`config.mk`:
```
export PLATFORM = sky130hd
export DESIGN_NAME = counter_priority_sequencer
export DESIGN_NICKNAME = d
export VERILOG_FILES = /design/src/rtl/counter_seq_pkg.sv /design/src/rtl/counter_priority_sequencer_tp_generator.sv /design/src/rtl/counter_priority_sequencer.sv
export SDC_FILE = /design/constraint.sdc
export NUM_CORES = 1
export LEC_CHECK = 0
export BUFFER_PORTS_ARGS = -buffer_cell sky130_fd_sc_hd__buf_4
export CAP_MARGIN = 20
export CORE_UTILIZATION = 48
export DETAILED_ROUTE_END_ITERATION = 10
export PLACE_DENSITY = 0.88
export SETUP_SLACK_MARGIN = 0.15
export SLEW_MARGIN = 15
export SYNTH_ARGS = -nofsm -noshare
export SYNTH_HDL_FRONTEND = slang
export SYNTH_SLANG_ARGS = --single-unit
```
`constraint.sdc`:
```
create_clock -name FS01_ -period 1.95 [get_ports FS01_]
set_input_delay 0.0975 -clock FS01_ [delete_from_list [all_inputs] [get_ports FS01_]]
set_output_delay 0.0975 -clock FS01_ [all_outputs]
set_load 0.05 [all_outputs]
```
`src/rtl/counter_seq_pkg.sv`:
```
// Shared constants and helpers for the counter-increment sequencer.
// Requester indices double as priorities: index 0 is served first.
package counter_seq_pkg;

   localparam int DEF_NREQ      = 8;
   localparam int DEF_CYCLE_LEN = 12;
   localparam int DEF_TPW       = 4;

   localparam int REQ_TIME1 = 0;
   localparam int REQ_TIME3 = 1;
   localparam int REQ_F02A  = 2;
   localparam int REQ_F02B  = 3;
   localparam int REQ_FS02  = 4;
   localparam int REQ_TIME2 = 5;
   localparam int REQ_TIME4 = 6;
   localparam int REQ_TIME5 = 7;

   typedef logic [DEF_NREQ-1:0] req_vec_t;

   // Isolates the lowest set bit (two's-complement trick): lowest index wins.
   function automatic req_vec_t prio_onehot(input req_vec_t v);
      return v & (~v + req_vec_t'(1));
   endfunction

endpackage

```
`src/rtl/counter_priority_sequencer_tp_generator.sv`:
```
// Memory-cycle time-pulse counter: tp runs 1..CYCLE_LEN and wraps to 1.
// cycle_end flags the last pulse, whose closing edge is the decision edge.
module tp_generator
   import counter_seq_pkg::*;
#(
   parameter int CYCLE_LEN = DEF_CYCLE_LEN,
   parameter int TPW       = DEF_TPW
) (
   input  logic           clk,
   input  logic           rst,
   output logic [TPW-1:0] tp,
   output logic           cycle_start,
   output logic           cycle_end
);

   localparam logic [TPW-1:0] TP_FIRST = TPW'(1);
   localparam logic [TPW-1:0] TP_LAST  = TPW'(CYCLE_LEN);

   always_ff @(posedge clk) begin
      if (rst) begin
         tp <= TP_FIRST;
      end else if (tp == TP_LAST) begin
         tp <= TP_FIRST;
      end else begin
         tp <= tp + TPW'(1);
      end
   end

   assign cycle_start = (tp == TP_FIRST);
   assign cycle_end   = (tp == TP_LAST);

endmodule

```
`src/rtl/counter_priority_sequencer.sv`:
```
// Latches single-cycle counter increment requests and grants one per memory
// cycle in fixed priority; the grant is held for the whole T01..Tn frame.
module counter_priority_sequencer
   import counter_seq_pkg::*;
#(
   parameter int NREQ      = DEF_NREQ,
   parameter int CYCLE_LEN = DEF_CYCLE_LEN,
   parameter int TPW       = DEF_TPW
) (
   input  logic            FS01_,
   input  logic            rst,
   input  logic [NREQ-1:0] req_pulse,
   input  logic            inhint,
   input  logic            clear_lost,
   output logic [TPW-1:0]  tp,
   output logic            cycle_start,
   output logic [NREQ-1:0] cnt_grant,
   output logic            cnt_active,
   output logic [NREQ-1:0] pending,
   output logic [NREQ-1:0] lost
);

   logic            decision;
   logic [NREQ-1:0] eligible;
   logic [NREQ-1:0] win_oh;
   logic [NREQ-1:0] pending_d;
   logic [NREQ-1:0] lost_set;
   logic [NREQ-1:0] lost_d;

   tp_generator #(
      .CYCLE_LEN (CYCLE_LEN),
      .TPW       (TPW)
   ) u_tp (
      .clk         (FS01_),
      .rst         (rst),
      .tp          (tp),
      .cycle_start (cycle_start),
      .cycle_end   (decision)
   );

   // A pulse landing on an already-pending winner is a fresh request, so it
   // stays pending rather than being consumed by the grant or marked lost.
   always_comb begin
      eligible = pending | req_pulse;
      win_oh   = '0;
      if (decision && !inhint) begin
         win_oh = prio_onehot(eligible);
      end
      pending_d = eligible & ~(win_oh & ~(pending & req_pulse));
      lost_set  = req_pulse & pending & ~win_oh;
      lost_d    = clear_lost ? lost_set : (lost | lost_set);
   end

   always_ff @(posedge FS01_) begin
      if (rst) begin
         cnt_grant  <= '0;
         cnt_active <= 1'b0;
         pending    <= '0;
         lost       <= '0;
      end else begin
         pending <= pending_d;
         lost    <= lost_d;
         if (decision) begin
            cnt_grant  <= win_oh;
            cnt_active <= |win_oh;
         end
      end
   end

endmodule

```
Word-level counts from Yosys, hierarchy flattened
Index checks and enable logic that the tools add are counted.

$mul: 0. Bitwise gates (word level): 11. Equality and inequality tests: 2. Div/mod/pow operators: 0. Magnitude comparators: 0. Reduce and logical (&&, ||, !) cells: 4. Muxes and demuxes: 2. Shift operators: 0. $add $sub $neg: 2.

Operators by type and width (number): 8-bit bitwise AND (5); 8-bit NOT (4); 8-bit 2-to-1 mux (2); 8-bit bitwise OR (2); 8-bit by 1-bit adder with 8-bit output (second input constant) (1); 8-bit OR reduction (1); 4-bit by 1-bit adder with 4-bit output (second input constant) (1); 4-bit by 1-bit equality test with 1-bit output (second input constant) (1); 4-bit equality test (second input constant) (1); 2-bit OR reduction (1); 1-bit logical AND (1); 1-bit logical NOT (1).

Register bits: 29. Memories: 0. Input bits: 12. Latch bits: 0. Bits in read-only memories: 0. Memory bits (writable): 0. Logic and storage cells: 26. Output and inout port bits: 30.

Longest topological paths before layout
Gate-level depths: netlist (run 1).

Word-level depth: 9. Mapped depth: 7. Gate-level depth less buffers: 6.

Hierarchy
From an unflattened synthesis (run 1), not the netlist that was laid out.

Cells, all modules: 133. Area total of the unflattened synthesis: 1243.7 sq um.

By module, submodules not included: counter_priority_sequencer (cells each 112, times used 1, area each 1044.8 sq um, seq. area each 500.5 sq um); tp_generator (cells each 21, times used 1, area each 198.9 sq um, seq. area each 80.1 sq um).

Worst setup path before layout (run 1)
OpenSTA, ideal clock, no wires.

Kind: reg-to-output. Start: register u_tp.tp[0]. End: output cycle_start. Required time: 1.852 ns. Arrival time: 2.086 ns. Buffers on the path: 0. Slack: -0.233 ns. Cell stages (with the launch flop): 3. Path through: dfxtp_1 > ha_1 > nor3b_1.

Word-level cells in the longest chain between the ends: 1.

RTL lines: start, declared (RTL line counter_priority_sequencer_tp_generator.sv:11) `output logic [TPW-1:0] tp,`; start signal, assigned (RTL line counter_priority_sequencer_tp_generator.sv:25) `tp <= tp + TPW'(1);`; 4-bit by 1-bit equality test with 1-bit output (RTL line counter_priority_sequencer_tp_generator.sv:29) `assign cycle_start = (tp == TP_FIRST);`; end, declared (RTL line counter_priority_sequencer.sv:16) `output logic cycle_start,`.

Every way passes these cells.

Worst setup path after layout (run 1)
Start: register u_tp.tp[0]. End: register cnt_grant[5].

Word-level cells in the longest chain between the ends: 3.

RTL lines: 4-bit equality test (*) (RTL line counter_priority_sequencer_tp_generator.sv:30) `assign cycle_end = (tp == TP_LAST);`; 1-bit logical AND (RTL line counter_priority_sequencer.sv:46) `if (decision && !inhint) begin`; 8-bit 2-to-1 mux (RTL line counter_priority_sequencer.sv:46); end signal, assigned (RTL line counter_priority_sequencer.sv:64) `cnt_grant <= win_oh;`; end, declared (RTL line counter_priority_sequencer.sv:17) `output logic [NREQ-1:0] cnt_grant,`.

Every way passes the cells marked *; elsewhere a longest branch is shown, timed or not. A chain may end at the register's enable or synchronous reset.

==> summary.txt, run 1 <==
Final WS setup - 234 ps
vias in the first global route - 1084
worst r2r src - u_tp.tp[0]
Final ANT Viol Nets - 0
DR WL/cell - 14.9 um
Slew headroom - 65.6%
critical path data required time - 2210 ps
syn nets - 147
gr ovfl total - 0
I/O pin total - 42
Die Area - 2770 um^2
FP Rows - 17
Final Non-Filler Cells - 208
Final period util - 88.0%
hold path startpoint - req_pulse[6]
Clk Latency, worst-skew pair - 320 ps
# DRC - 0
Hold Path Cell Cnt - 3
minimum setup slack after placement - 238 ps
Non-Filler Cell Area, Final - 1680 um^2
routed wire length - 3100 um
width of the die - 52.7 um
VDD IR-drop max - 0.626 mV
crit path DAT - 1980 ps
fin crit period - 1720 ps
count of pins over their slew limit - 0
worst reg2reg endpoint - cnt_grant[5]
worst min path class - input pin to flop
Die H - 52.7 um
pwr dens - 783 nW/um^2
Final Hold Violating Endpoints - 0
clk sinks - 29
met3 WL post-DR - 159 um
layout cells sized above 1 - 36.1%
first-pass GRT wire length - 4960 um
Crit Path Class - flop to flop
synthesized area - 1230 um^2
# diodes - 0
WHS Endpoint - pending[6]
status - finished clean
DRT iter0 DRCs - 33
Area growth, synth to finish - 36.7%
Synth top area share - 47.1%
Crit. End Element - flop
#FFs+latches synth - 29
HPWL Detailed - 2050 um
max-cap violations - 0
Ys Warns - 0
R2R setup slack - 230 ps
setup_tns - 0 ps
Max Fclk - 583 MHz
met2 wire len - 1560 um
Clock Tree Buf Depth - 2
DR pass1 iterations - 4
nets@finish - 195
Fin Clk Skew - 8.30 ps
placer congestion estimate - 0.808
Pleak - 0.761 nW
All-Layer GR Usage - 25.4%
largest net degree at the start of global routing - 23
Post-CTS Hold Buffers - 0
synth top area cells - dfxtp_1 47%, nor2_1 5.2%, a21oi_1 4.1%, nor4_4 3.5%, maj3_1 3.2%
Placed Cells - 196
Worst setup SP type - flop
Clk Tree Root Cell - clkbuf_4
TritonCTS clock tree - yes
Reg2Reg Depth - 6
CP max FO - 7
core region area - 2320 um^2
DR top layer - met4
sequential share of the synthesized area - 47.1%
CTS H-Tree Depth - 2
IO buf count - 41
initial core utilization - 53.2%
worst slew pin tran - 514 ps
met1 wire length - 1340 um
Reg clk slew, reported paths - 90 ps
Post-Syn Instances - 132
final setup vio count - 0
vias - 1182
Setup crit start - u_tp.tp[0]
Num CTS Buffers - 5
Distinct cells, synth - 32
initial antenna violation count - 0
dominant cell type by area after synthesis - dfxtp_1
Synth Area per Inst - 9.34 um^2
RSZ-0062 raised after global routing - false
DR vias/cell - 5.68
Placed Area - 1570 um^2
==> state kept, by name, summed over array words and instances, names as in the netlist <==
signal and flops:
u_tp.tp 4, cnt_active 1, pending 8, lost 8
cnt_grant 8
==> worst max-delay path by stage <==
stage                     depth (start not counted)  slack [ps]      endpoint
after floorplan                                   5         230  cnt_grant[5]
after global placement                            6         320  cnt_grant[5]
after detailed placement                          6         240  cnt_grant[5]
after CTS                                         6         200  cnt_grant[5]
after global routing                              6         160  cnt_grant[5]
final                                             6         230  cnt_grant[5]
==> kinds of logic after synthesis <==
kind of cell / count (synthesis) / share of synthesized area [%]
buffers and inverters: 10 / 3.25
adders and majority gates: 7 / 6.29
DFF: 29 / 47.1
AOI/OAI and AO/OA: 32 / 18.2
and+or+nand+nor: 53 / 24.5
xor gates and xnor gates: 1 / 0.711
==> cell type report <==
| cell class | count | area [um^2] |
|---|---|---|
| multi-input combinational | 94 | 646 |
| clock buffer | 7 | 55.1 |
| tap | 28 | 35.0 |
| inverter | 4 | 15.0 |
| sequential | 29 | 588 |
| fill | 177 | 634 |
| timing repair buffer | 46 | 345 |
==> what timing repair did <==
item / 4_1_cts / 5_1_grt
setup buffers: 0 / 4
resized for setup: 0 / 6
setup endpoints to repair: 0 / 8
==> worst max-delay path, stage by stage, from the launching register on <==
cell and delay (ps):
dfxtp_4 350, inv_1 90, ha_4 160, nand4b_1 150, nand3b_4 240, or4_4 540
a21oi_1 120
==> through the flow <==
step                      hold slack, ps  total power, mW  util, %
after floorplan                      200            0.854        -
after global placement               383            0.941     67.6
after detailed placement             389            0.950     67.6
after CTS                           56.6             1.31     70.0
after global routing                72.4             1.37     72.6
final                               70.2             1.32     72.6
==> layer usage <==
metal	track usage, %	up-vias
li1	-	577
met1	31.1	563
met2	40.9	38
met3	6.96	4
met4	11.8	0
met5	0	-
==> where the power goes <==
part | switching [mW] | leakage [nW] | total (mW) | internal, mW
combinational | 0.189 | 0.490 | 0.292 | 0.103
clock | 0.198 | 0.0314 | 0.368 | 0.170
sequential | 0.0377 | 0.239 | 0.659 | 0.621
total | 0.425 | 0.761 | 1.32 | 0.894
==> synthesized netlist by cell type, drive strengths merged <==
master and number:
maj3 4, or4 1, nor3b 1, clkbuf 4, xnor2 1, a21o 1, dfxtp 29, nor2 17
buf 2, o311ai 1, a2111oi 1, a41o 2, and2 4, o211ai 2, a31oi 1, ha 3
nand3 7, nor4 2, nor3 4, and3 4, a2bb2oi 4, or3 2, a21oi 10, inv 4
nand4b 1, a311oi 1, a32oi 3, nand3b 1, o21ai 3, o31ai 3, nand2 9
==> cells in the final DEF, fill, tap and decap left out, drive strengths merged <==
cell type / instances
buf: 46
nand3: 7
xnor2: 1
o311ai: 1
dfxtp: 29
or4: 1
o31ai: 3
nand2: 9
nor3: 4
a21oi: 10
a41o: 2
and2: 4
or3: 2
a2bb2oi: 4
a2111oi: 1
clkbuf: 7
o211ai: 2
a311oi: 1
inv: 4
nor3b: 1
a31oi: 1
nand3b: 2
and3: 4
a21o: 1
nor2: 17
maj3: 4
o21ai: 3
nor4: 2
nand4b: 1
ha: 3
a32oi: 3
(Power assumes the default switching activity.)
==> run 2: changes to the inputs <==
clock period = 1.81 ns   (was 1.95 ns; I/O delays follow)
==> run 2 against run 1 <==
Compared with the run above:
- total power rose by 9.3%
- clock-buffer cell count fell by 2
- sequential share of layout area fell by 0.63 points
- sequential cell count did not move
- via count rose by 2.2%
- final cell count rose by 1.9%
- fmax rose by 4.9%
- routed wire length fell by 1.3%
- largest power group unchanged
==> summary.txt, run 2 (synthesis gave the netlist of run 1 again) <==
status - finished clean
Num CTS Buffers - 5
Die H - 52.7 um
I/O pin total - 42
Largest regs - cnt_grant (8), lost (8), pending (8)
Slew headroom - 67.6%
max-cap violations - 0
share of total power in sequential cells - 49.4%
worst path cell trace - nor4_4 -> buf_4 -> nand3b_4 -> or4_4 -> a21oi_2
# diodes - 0
Crit Path Class - flop to flop
TritonCTS clock tree - yes
initial antenna violation count - 0
DRT iter0 DRCs - 21
count of pins over their slew limit - 0
Final Non-Filler Cells - 212
Non-Filler Cell Area, Final - 1740 um^2
HPWL Detailed - 2090 um
Fin Clk Skew - 15.3 ps
FP Rows - 17
worst min path class - input pin to flop
layout cells sized above 1 - 41.3%
Net Sw Frac - 34.8%
DR vias/cell - 5.70
vias in the first global route - 1111
width of the die - 52.7 um
Placed Cells - 196
Clk Tree Root Cell - clkbuf_4
Logic pwr share - 22.4%
Clock Tree Buf Depth - 2
worst slew pin tran - 484 ps
Reg clk slew, reported paths - 110 ps
setup_tns - 0 ps
vias - 1208
final setup vio count - 0
Final Hold Violating Endpoints - 0
most frequent cells in the layout - 49 x buf_4, 22 x dfxtp_1, 17 x nor2_1, 9 x nand2_1, 9 x a21oi_1
core region area - 2320 um^2
Final period util - 90.4%
Placed Area - 1580 um^2
placer congestion estimate - 0.745
Final ANT Viol Nets - 0
commonest non-fill, non-tap cell in the layout - buf_4
Die Area - 2770 um^2
Clk Latency, worst-skew pair - 350 ps
CTS H-Tree Depth - 2
DR WL/cell - 14.5 um
Worst setup SP type - flop
P_int - 940 uW
All-Layer GR Usage - 25.0%
crit path DAT - 1910 ps
gr ovfl total - 0
nets@finish - 198
Crit. End Element - flop
# DRC - 0
clk sinks - 29
RSZ-0062 raised after global routing - true
DR pass1 iterations - 4
Area growth, synth to finish - 41.2%
max incr delay on CP - 490 ps
clock network power share - 28.2%
Max Fclk - 611 MHz
fin crit period - 1640 ps
routed wire length - 3060 um
first-pass GRT wire length - 4820 um
slowest library cell on the worst path - or4_4
VDD IR-drop max - 0.778 mV
largest net degree at the start of global routing - 23
CP max FO - 5
Sw Pwr - 502 uW
initial core utilization - 53.2%
pwr dens - 828 nW/um^2
Pleak - 0.792 nW
# fillers - 163
IO buf count - 41
critical path data required time - 2090 ps
[run 2: cell count changes in the layout (fill, tap and decap cells not counted), sizes merged]
cell	previous run	this run
clkinvlp	0	1
inv	4	6
buf	46	49
clkbuf	7	5
[run 2: power groups by stage]
stage / combinational [mW] / sequential [mW] / clock, mW
2_1_floorplan: 0.102 / 0.820 / 0
6_report: 0.323 / 0.712 / 0.407
4_1_cts: 0.313 / 0.709 / 0.416
5_1_grt: 0.344 / 0.718 / 0.449
3_5_place_dp: 0.300 / 0.726 / 0
3_3_place_gp: 0.293 / 0.723 / 0
[run 2: cell type report]
type	instances	area [um^2]	area share [%]
Multi-Input combinational cell	94	663	38.1
Sequential cell	29	597	34.3
Timing Repair Buffer	49	368	21.1
Clock buffer	5	37.5	2.16
Tap cell	28	35.0	2.01
Clock inverter	3	20.0	1.15
Inverter	4	20.0	1.15
[run 2: timing repair]
action,4_1_cts,5_1_grt
setup endpoints to repair,1,8
pin swaps,2,4
buffers inserted,4,3
gates resized for setup,1,8
hold buffers,0,0
cloned,1,0
[run 2: final timing paths]
check / start / to / slack [ps] / depth (start not counted)
worst max-delay path: pending[1] / cnt_grant[5] / 170 / 5
worst max register to register: pending[1] / cnt_grant[5] / 170 / 5
worst min register to register: cnt_grant[6] / cnt_grant[6] / 460 / 2
worst min-delay path: req_pulse[0] / pending[0] / 30 / 3
[run 2: critical path: cells and delay by family (launching register included)]
family / cells / cell delay, ps
buf+inv: 1 / 200
flops: 1 / 370
compound gates: 1 / 130
simple gates: 3 / 880
[run 2: through the flow]
stage	util [%]	setup slack [ps]	hold slack, ps	power (mW)
floorplan	-	151	193	0.922
global placement	68.2	186	368	1.02
detailed placement	68.2	109	383	1.03
CTS	72.9	166	17.0	1.44
global route	75.1	85.3	13.7	1.51
finish	75.1	174	30.4	1.44
[run 2: metal layers]
layer / track usage [%] / wire length [um]
met3: 11.0 / 184
met2: 38.6 / 1460
met5: 0 / 0
met4: 13.2 / 56
met1: 28.7 / 1370
